**src/rtl/fetch_pkg.sv**
```systemverilog
// Shared types and constants for the instruction fetch stage.
//   fetch_state_t : fetch FSM states
//   fetch_entry_t : one buffered instruction {pc, instr}
package fetch_pkg;

    localparam int unsigned     XLEN             = 32;
    localparam int unsigned     INSTR_BYTES      = 4;
    localparam logic [XLEN-1:0] RESET_PC_DEFAULT = 32'h0000_0000;
    // Canonical addi x0,x0,0; used by downstream stages to form bubbles.
    localparam logic [XLEN-1:0] NOP              = 32'h0000_0013;

    typedef enum logic [1:0] {
        IDLE  = 2'd0,
        FETCH = 2'd1,
        FLUSH = 2'd2
    } fetch_state_t;

    typedef struct packed {
        logic [XLEN-1:0] pc;
        logic [XLEN-1:0] instr;
    } fetch_entry_t;

endpackage

```
**src/rtl/fetch_buf.sv**
```systemverilog
// Small synchronous FIFO of fetched {pc, instr} entries.
//   clk, reset : clock, asynchronous active-high reset
//   push       : write push_data at the tail
//   pop        : drop the head entry
//   clear      : empty the FIFO; overrides push and pop
//   count      : current number of entries
//   head       : oldest entry (valid when count != 0)
module fetch_buf
    import fetch_pkg::*;
#(
    parameter  int unsigned DEPTH = 2,
    localparam int unsigned CNT_W = $clog2(DEPTH + 1)
) (
    input  logic             clk,
    input  logic             reset,
    input  logic             push,
    input  fetch_entry_t     push_data,
    input  logic             pop,
    input  logic             clear,
    output logic [CNT_W-1:0] count,
    output fetch_entry_t     head
);

    localparam int unsigned PTR_W = (DEPTH > 1) ? $clog2(DEPTH) : 1;

    fetch_entry_t     mem_q [DEPTH];
    fetch_entry_t     mem_d [DEPTH];
    logic [PTR_W-1:0] wr_ptr_q, wr_ptr_d;
    logic [PTR_W-1:0] rd_ptr_q, rd_ptr_d;
    logic [CNT_W-1:0] count_q, count_d;
    logic             do_push;
    logic             do_pop;

    function automatic logic [PTR_W-1:0] ptr_inc(input logic [PTR_W-1:0] p);
        return (p == PTR_W'(DEPTH - 1)) ? '0 : p + PTR_W'(1);
    endfunction

    // Pointer/count update; clear wins over any same-cycle push or pop.
    always_comb begin
        mem_d    = mem_q;
        wr_ptr_d = wr_ptr_q;
        rd_ptr_d = rd_ptr_q;
        count_d  = count_q;
        do_pop   = pop && (count_q != '0);
        do_push  = push && ((count_q != CNT_W'(DEPTH)) || do_pop);
        if (clear) begin
            wr_ptr_d = '0;
            rd_ptr_d = '0;
            count_d  = '0;
        end else begin
            if (do_push) begin
                mem_d[wr_ptr_q] = push_data;
                wr_ptr_d        = ptr_inc(wr_ptr_q);
            end
            if (do_pop) begin
                rd_ptr_d = ptr_inc(rd_ptr_q);
            end
            count_d = count_q + CNT_W'(do_push) - CNT_W'(do_pop);
        end
    end

    always_ff @(posedge clk or posedge reset) begin
        if (reset) begin
            for (int i = 0; i < int'(DEPTH); i++) begin
                mem_q[i] <= '0;
            end
            wr_ptr_q <= '0;
            rd_ptr_q <= '0;
            count_q  <= '0;
        end else begin
            mem_q    <= mem_d;
            wr_ptr_q <= wr_ptr_d;
            rd_ptr_q <= rd_ptr_d;
            count_q  <= count_d;
        end
    end

    assign count = count_q;
    assign head  = mem_q[rd_ptr_q];

endmodule

```
**src/rtl/instr_fetch.sv**
```systemverilog
// Fetch stage: owns the fetch PC, issues in-order requests to a variable
// latency instruction memory, buffers responses and hands {InstrD, PCD,
// PCPlus4D} to decode over valid_d/ready_d. PCSrc/PCTarget redirects
// flush the buffer and drop responses still in flight.
//   clk, reset                     : clock, asynchronous active-high reset
//   imem_req/imem_addr/imem_gnt    : request channel
//   imem_rvalid/imem_rdata         : in-order response channel
//   PCSrc/PCTarget                 : redirect from execute
//   valid_d/ready_d                : decode handshake
//   InstrD/PCD/PCPlus4D            : decode payload
module instr_fetch
    import fetch_pkg::*;
#(
    parameter logic [31:0] RESET_PC  = RESET_PC_DEFAULT,
    parameter int unsigned BUF_DEPTH = 2
) (
    input  logic        clk,
    input  logic        reset,
    output logic        imem_req,
    output logic [31:0] imem_addr,
    input  logic        imem_gnt,
    input  logic        imem_rvalid,
    input  logic [31:0] imem_rdata,
    input  logic        PCSrc,
    input  logic [31:0] PCTarget,
    output logic        valid_d,
    input  logic        ready_d,
    output logic [31:0] InstrD,
    output logic [31:0] PCD,
    output logic [31:0] PCPlus4D
);

    localparam int unsigned CNT_W = $clog2(BUF_DEPTH + 1);
    localparam int unsigned SUM_W = CNT_W + 1;

    fetch_state_t     state_q, state_d;
    logic [31:0]      pc_f_q, pc_f_d;
    logic [31:0]      resp_pc_q, resp_pc_d;
    logic [CNT_W-1:0] outst_q, outst_d;
    logic [CNT_W-1:0] discard_q, discard_d;

    logic [CNT_W-1:0] buf_count;
    fetch_entry_t     buf_head;
    fetch_entry_t     buf_push_data;
    logic             buf_nonempty;
    logic             rv_ok;
    logic             credit_ok;
    logic             grant;
    logic             push;
    logic             pop;
    logic [31:0]      target;
    logic             unused_tgt_lsb;

    assign target         = {PCTarget[31:2], 2'b00};
    assign unused_tgt_lsb = ^PCTarget[1:0];

    // A response with nothing outstanding is a memory protocol error; drop it.
    assign rv_ok        = imem_rvalid && (outst_q != '0);
    // Requests in flight plus buffered entries never exceed the buffer size,
    // so every response is guaranteed a slot.
    assign credit_ok    = (SUM_W'(outst_q) + SUM_W'(buf_count)) < SUM_W'(BUF_DEPTH);
    assign buf_nonempty = (buf_count != '0);
    assign grant        = imem_req && imem_gnt;
    assign push         = rv_ok && (discard_q == '0) && !PCSrc;
    assign pop          = valid_d && ready_d;

    assign buf_push_data = '{pc: resp_pc_q, instr: imem_rdata};

    fetch_buf #(
        .DEPTH (BUF_DEPTH)
    ) u_buf (
        .clk       (clk),
        .reset     (reset),
        .push      (push),
        .push_data (buf_push_data),
        .pop       (pop),
        .clear     (PCSrc),
        .count     (buf_count),
        .head      (buf_head)
    );

    // PC, outstanding and discard bookkeeping; redirect overrides all.
    always_comb begin
        pc_f_d    = pc_f_q;
        resp_pc_d = resp_pc_q;
        discard_d = discard_q;
        outst_d   = outst_q + CNT_W'(grant) - CNT_W'(rv_ok);
        if (grant) begin
            pc_f_d = pc_f_q + XLEN'(INSTR_BYTES);
        end
        if (push) begin
            resp_pc_d = resp_pc_q + XLEN'(INSTR_BYTES);
        end
        if (PCSrc) begin
            pc_f_d    = target;
            resp_pc_d = target;
            discard_d = outst_q - CNT_W'(rv_ok);
        end else if (rv_ok && (discard_q != '0)) begin
            discard_d = discard_q - CNT_W'(1);
        end
    end

    always_ff @(posedge clk or posedge reset) begin
        if (reset) begin
            pc_f_q    <= RESET_PC;
            resp_pc_q <= RESET_PC;
            outst_q   <= '0;
            discard_q <= '0;
        end else begin
            pc_f_q    <= pc_f_d;
            resp_pc_q <= resp_pc_d;
            outst_q   <= outst_d;
            discard_q <= discard_d;
        end
    end

    // FSM state register.
    always_ff @(posedge clk or posedge reset) begin
        if (reset) begin
            state_q <= IDLE;
        end else begin
            state_q <= state_d;
        end
    end

    // FSM next state; FLUSH holds one extra cycle once discard has drained.
    always_comb begin
        state_d = state_q;
        case (state_q)
            IDLE:    state_d = FETCH;
            FETCH:   state_d = FETCH;
            FLUSH:   if (discard_q == '0) state_d = FETCH;
            default: state_d = IDLE;
        endcase
        if (PCSrc) begin
            state_d = (discard_d != '0) ? FLUSH : FETCH;
        end
    end

    // FSM / datapath outputs; payload reads as zero while the buffer is empty.
    always_comb begin
        imem_req  = (state_q == FETCH) && !PCSrc && credit_ok;
        imem_addr = pc_f_q;
        valid_d   = buf_nonempty && !PCSrc;
        InstrD    = '0;
        PCD       = '0;
        PCPlus4D  = '0;
        if (buf_nonempty) begin
            InstrD   = buf_head.instr;
            PCD      = buf_head.pc;
            PCPlus4D = buf_head.pc + XLEN'(INSTR_BYTES);
        end
    end

    a_no_orphan_rvalid: assert property (
        @(posedge clk) disable iff (reset) imem_rvalid |-> (outst_q != '0)
    );

endmodule

```
**config.mk**
```make
export PLATFORM = sky130hd
export DESIGN_NAME = instr_fetch
export DESIGN_NICKNAME = d
export VERILOG_FILES = /design/src/rtl/fetch_pkg.sv /design/src/rtl/fetch_buf.sv /design/src/rtl/instr_fetch.sv
export SDC_FILE = /design/constraint.sdc
export NUM_CORES = 1
export LEC_CHECK = 0
export CAP_MARGIN = 20
export CORE_MARGIN = 4
export CORE_UTILIZATION = 50
export CTS_BUF_LIST = sky130_fd_sc_hd__clkbuf_16
export CTS_CLUSTER_SIZE = 20
export DETAILED_ROUTE_END_ITERATION = 12
export PLACE_DENSITY = 0.79
export SETUP_SLACK_MARGIN = 0.02
export SLEW_MARGIN = 20
export SYNTH_ARGS = -nofsm -noshare
export SYNTH_HDL_FRONTEND = slang
export SYNTH_SLANG_ARGS = --single-unit
```
**constraint.sdc**
```tcl
create_clock -name clk -period 7.1 [get_ports clk]
set_input_delay 0.71 -clock clk [delete_from_list [all_inputs] [get_ports clk]]
set_output_delay 0.71 -clock clk [all_outputs]
set_load 0.01 [all_outputs]
```
==> summary.md <==
| Metric | Value |
|---|---|
| Rows | between 50 and 60 |
| Initial antenna violation count | 0 |
| Pin count of the biggest net entering global routing | 111 |
| HPWL Detailed | 18.41 mm |
| Mean Syn Cell Area | 10.59 µm² |
| WP buf/inv | 2 |
| CTS tree | done |
| Top post-synthesis cells by area | dfrtp_1 46%, mux2_2 14%, mux2i_1 5.7% |
| PortBufs | ~190 |
| Clk Latency, worst-skew pair | 430 ps |
| Worst path top cell family by delay | buffers and inverters |
| Maximum clock frequency | approximately 190 MHz |
| DIE WIDTH | 153.2 µm |
| Syn Inst Count | between 900 and 1000 |
| GRT Total Usage | between 20% and 30% |
| Dpl cell area | around 13000 µm² |
| Leak | 5.236 nW |
| Clock skew | between 8 and 9 ps |
| Setup tns final | 0 ps |
| TritonCTS buffer count | 17 |
| Placer congestion estimate | about 0.85 |
| Peak supply drop | 0.1948 mV |
| Clock sinks | 194 |
| Final Hold Viols | 0 |
| Initial cell density of the core | between 50 and 60% |
| Synth async-reset ratio | 100.0% |
| CTS H-Tree Depth | 4 |
| Top-level I/O count | 200 |
| Residual DRC | 0 |
| Layout net count | 1240 |
| GRT overflow | 0 |
| Worst reg2reg setup slack | between 3000 and 4000 ps |
| Fin crit period | between 5000 and 6000 ps |
| Worst setup SP type | flip-flop |
| Postcts setup bufs | 0 |
| Min-Delay Path Class | reg2reg |
| WS Path Type | reg2out |
| Share of layout cells above drive strength 1 | 16.10% |
| Initial DRC count | between 500 and 600 |
| Wire per inst | 18.25 µm |
| Hold Buf Count CTS | 0 |
| Cell Chain, Critical Path | buf_4 -> nand3_2 -> a211oi_2 -> nand2_1 -> nor4_1 -> mux2_2 -> clkdlybuf4s50_1 |
| Crit path required time | 6390 ps |
| Cell taking the most area after synthesis | dfrtp_1 |
| PwrDens | 341.0 nW/µm² |
| Yosys top cell area share | 46.04% |
| Post-synthesis sequential area ratio | a little under half |
| Via count | around 8300 |
| FF+latch count, synth | between 150 and 200 |
| Vias in the first global route | just over 8000 |
| Worst hold slack | roughly 470 ps |
| Worst-Margin Slew | around 990 ps |
| Critical path peak fanout | roughly 50 |
| Critical path's largest stage delay | 930 ps |
| Yosys Warn Count | 0 |
| Antenna violation net count after detailed routing | 0 |
| Unrepaired setup endpoints after global routing | no |
| Final period util | 73.76% |
| Max_cap viols | 0 |
| Final setup fails | 0 |
| Routed WL | 26.36 mm |
| Critical Path AT | 4530 ps |
| Clk buf depth | 2 |
| Most numerous cell in the Yosys netlist | dfrtp_1 |
| Number of synthesized flops with an enable pin | 0 |
| Design Area, Final | 13160 µm² |
| Synth Cell Area | 10550 µm² |
| DRT Pass-1 Iters | 5 |
| Area of the die | 23480 µm² |
| CTS clk-pin slew, worst paths | 70 ps |
| Max-slew headroom | 34.26% |
| Yosys cell types | 59 |
| Post-CTS sizing | 0 |
| First-pass GRT wire length | around 43 mm |
| Main synth FF type | dfrtp_1 |
| # diodes | 0 |
| Die Ht | roughly 150 µm |
| Slowest CP cell | dfrtp_4 |
| Core footprint | 20490 µm² |
| Slew Viols, Final | 0 |
| Outcome | complete, no violations |
| Commonest cells post-synth | 194 x dfrtp_1, 129 x mux2_2, 103 x nor2_1 |
| CP Capture Type | output pin |
| Vias/cell | 5.767 |
| Area Overhead vs Synth | 24.82% |
| Clock root buffer master | clkbuf_16 |
report_power, final:
| group | total (W) | internal [W] | switching (W) |
|---|---|---|---|
| sequential | 0.00183 | 0.00148 | 0.000343 |
| clock | 0.000969 | 0.000552 | 0.000417 |
| combinational | 0.00169 | 0.000902 | 0.000792 |
| total | 0.00449 | 0.00294 | 0.00155 |
final cells by class:
cell class,instances,area (µm²)
clock buffers,17,425.4
clock inverters,15,165.2
fillers,1663,7332
inverters,18,72.57
multi-input cells,728,5310
flip-flops and latches,194,4858
well taps,270,337.8
repair buffers,202,1993
worst reg2reg max path: cells and delay by family, from the launching register on:
| family | cells | cell delay, ps |
|---|---|---|
| XOR/XNOR | 2 | 260 |
| adder cells (fa/ha/maj) | 3 | 1010 |
| AND/OR/NAND/NOR | 3 | 1220 |
| buffers and inverters | 2 | 600 |
| flip-flops | 1 | 480 |
cell families (layout without fill, tap and decap cells):
logic type | after synthesis | after routing | synth area share [%]
adders and majority gates | 9 | 9 | 1.139
and+or+nand+nor | 335 | 335 | 15.79
buffers and inverters | 79 | 252 | 3.939
xor gates and xnor gates | 59 | 59 | 4.900
AOI/OAI and AO/OA | 122 | 122 | 7.831
DFF | 194 | 194 | 46.04
other | 1 | 6 | 0.03556
muxes | 197 | 197 | 20.33
final timing paths:
path	start	endpoint	depth (start not counted)
min reg2reg	state_q[0]	state_q[0]	1
min in group asynchronous	reset	u_buf.mem_q[4]	2
min	state_q[0]	state_q[0]	1
max reg2reg	outst_q[0]	outst_q[1]	10
max in group asynchronous	reset	resp_pc_q[27]	3
max	u_buf.rd_ptr_q	PCPlus4D[22]	7
sequential cells by signal (all words and copies together), names as in the netlist:
name and cells:
discard_q 2, imem_addr 30, outst_q 2, resp_pc_q 30
state_q 2, u_buf.count 2, u_buf.mem_q 124, u_buf.rd_ptr_q 1
u_buf.wr_ptr_q 1
through the flow:
stage	std cells	setup WS, ps	power (W)	util, %
after CTS	1444	1802	0.004519	64.21
after detailed placement	1412	2286	0.003534	61.32
after global placement	1412	2359	0.003468	61.32
final	1444	1863	0.004489	64.22
after global routing	1444	1543	0.004768	64.22
after floorplan	1001	1106	0.002880	-
per-layer routing:
| layer | part of all wire, % | wire length (µm) | global-route usage, % | up-vias |
|---|---|---|---|---|
| li1 | - | - | - | 3881 |
| met1 | 47 | 12490 | 33.30 | 4077 |
| met2 | 45 | 11770 | 32.79 | 336 |
| met3 | 6.4 | 1691 | 4.580 | 34 |
| met4 | 1.6 | 409 | 5.473 | 0 |
| met5 | 0 | 0 | 0 | - |
placed cells by master (no fill, tap or decap), drive strengths merged, types with 3 or more instances in the layout:
cell           instances
a211oi                 3
a21boi                 3
a21oi                 16
a31oi                  7
a41oi                  6
and2                  13
and3                  13
buf                   12
bufinv                 3
clkbuf                17
clkdlybuf4s50        190
clkinv                 6
conb                   6
dfrtp                194
ha                     8
inv                   22
mux2                 137
mux2i                 60
nand2                 76
nand2b                 3
nand3                 52
nand3b                 4
nand4                 32
nand4b                 8
nor2                 103
nor2b                  4
nor3                  13
nor4                   5
o211ai                10
o21a                   6
o21ai                 48
o311ai                 8
o31ai                  7
xnor2                 29
xor2                  30
Power figures use the tool's default switching activity.
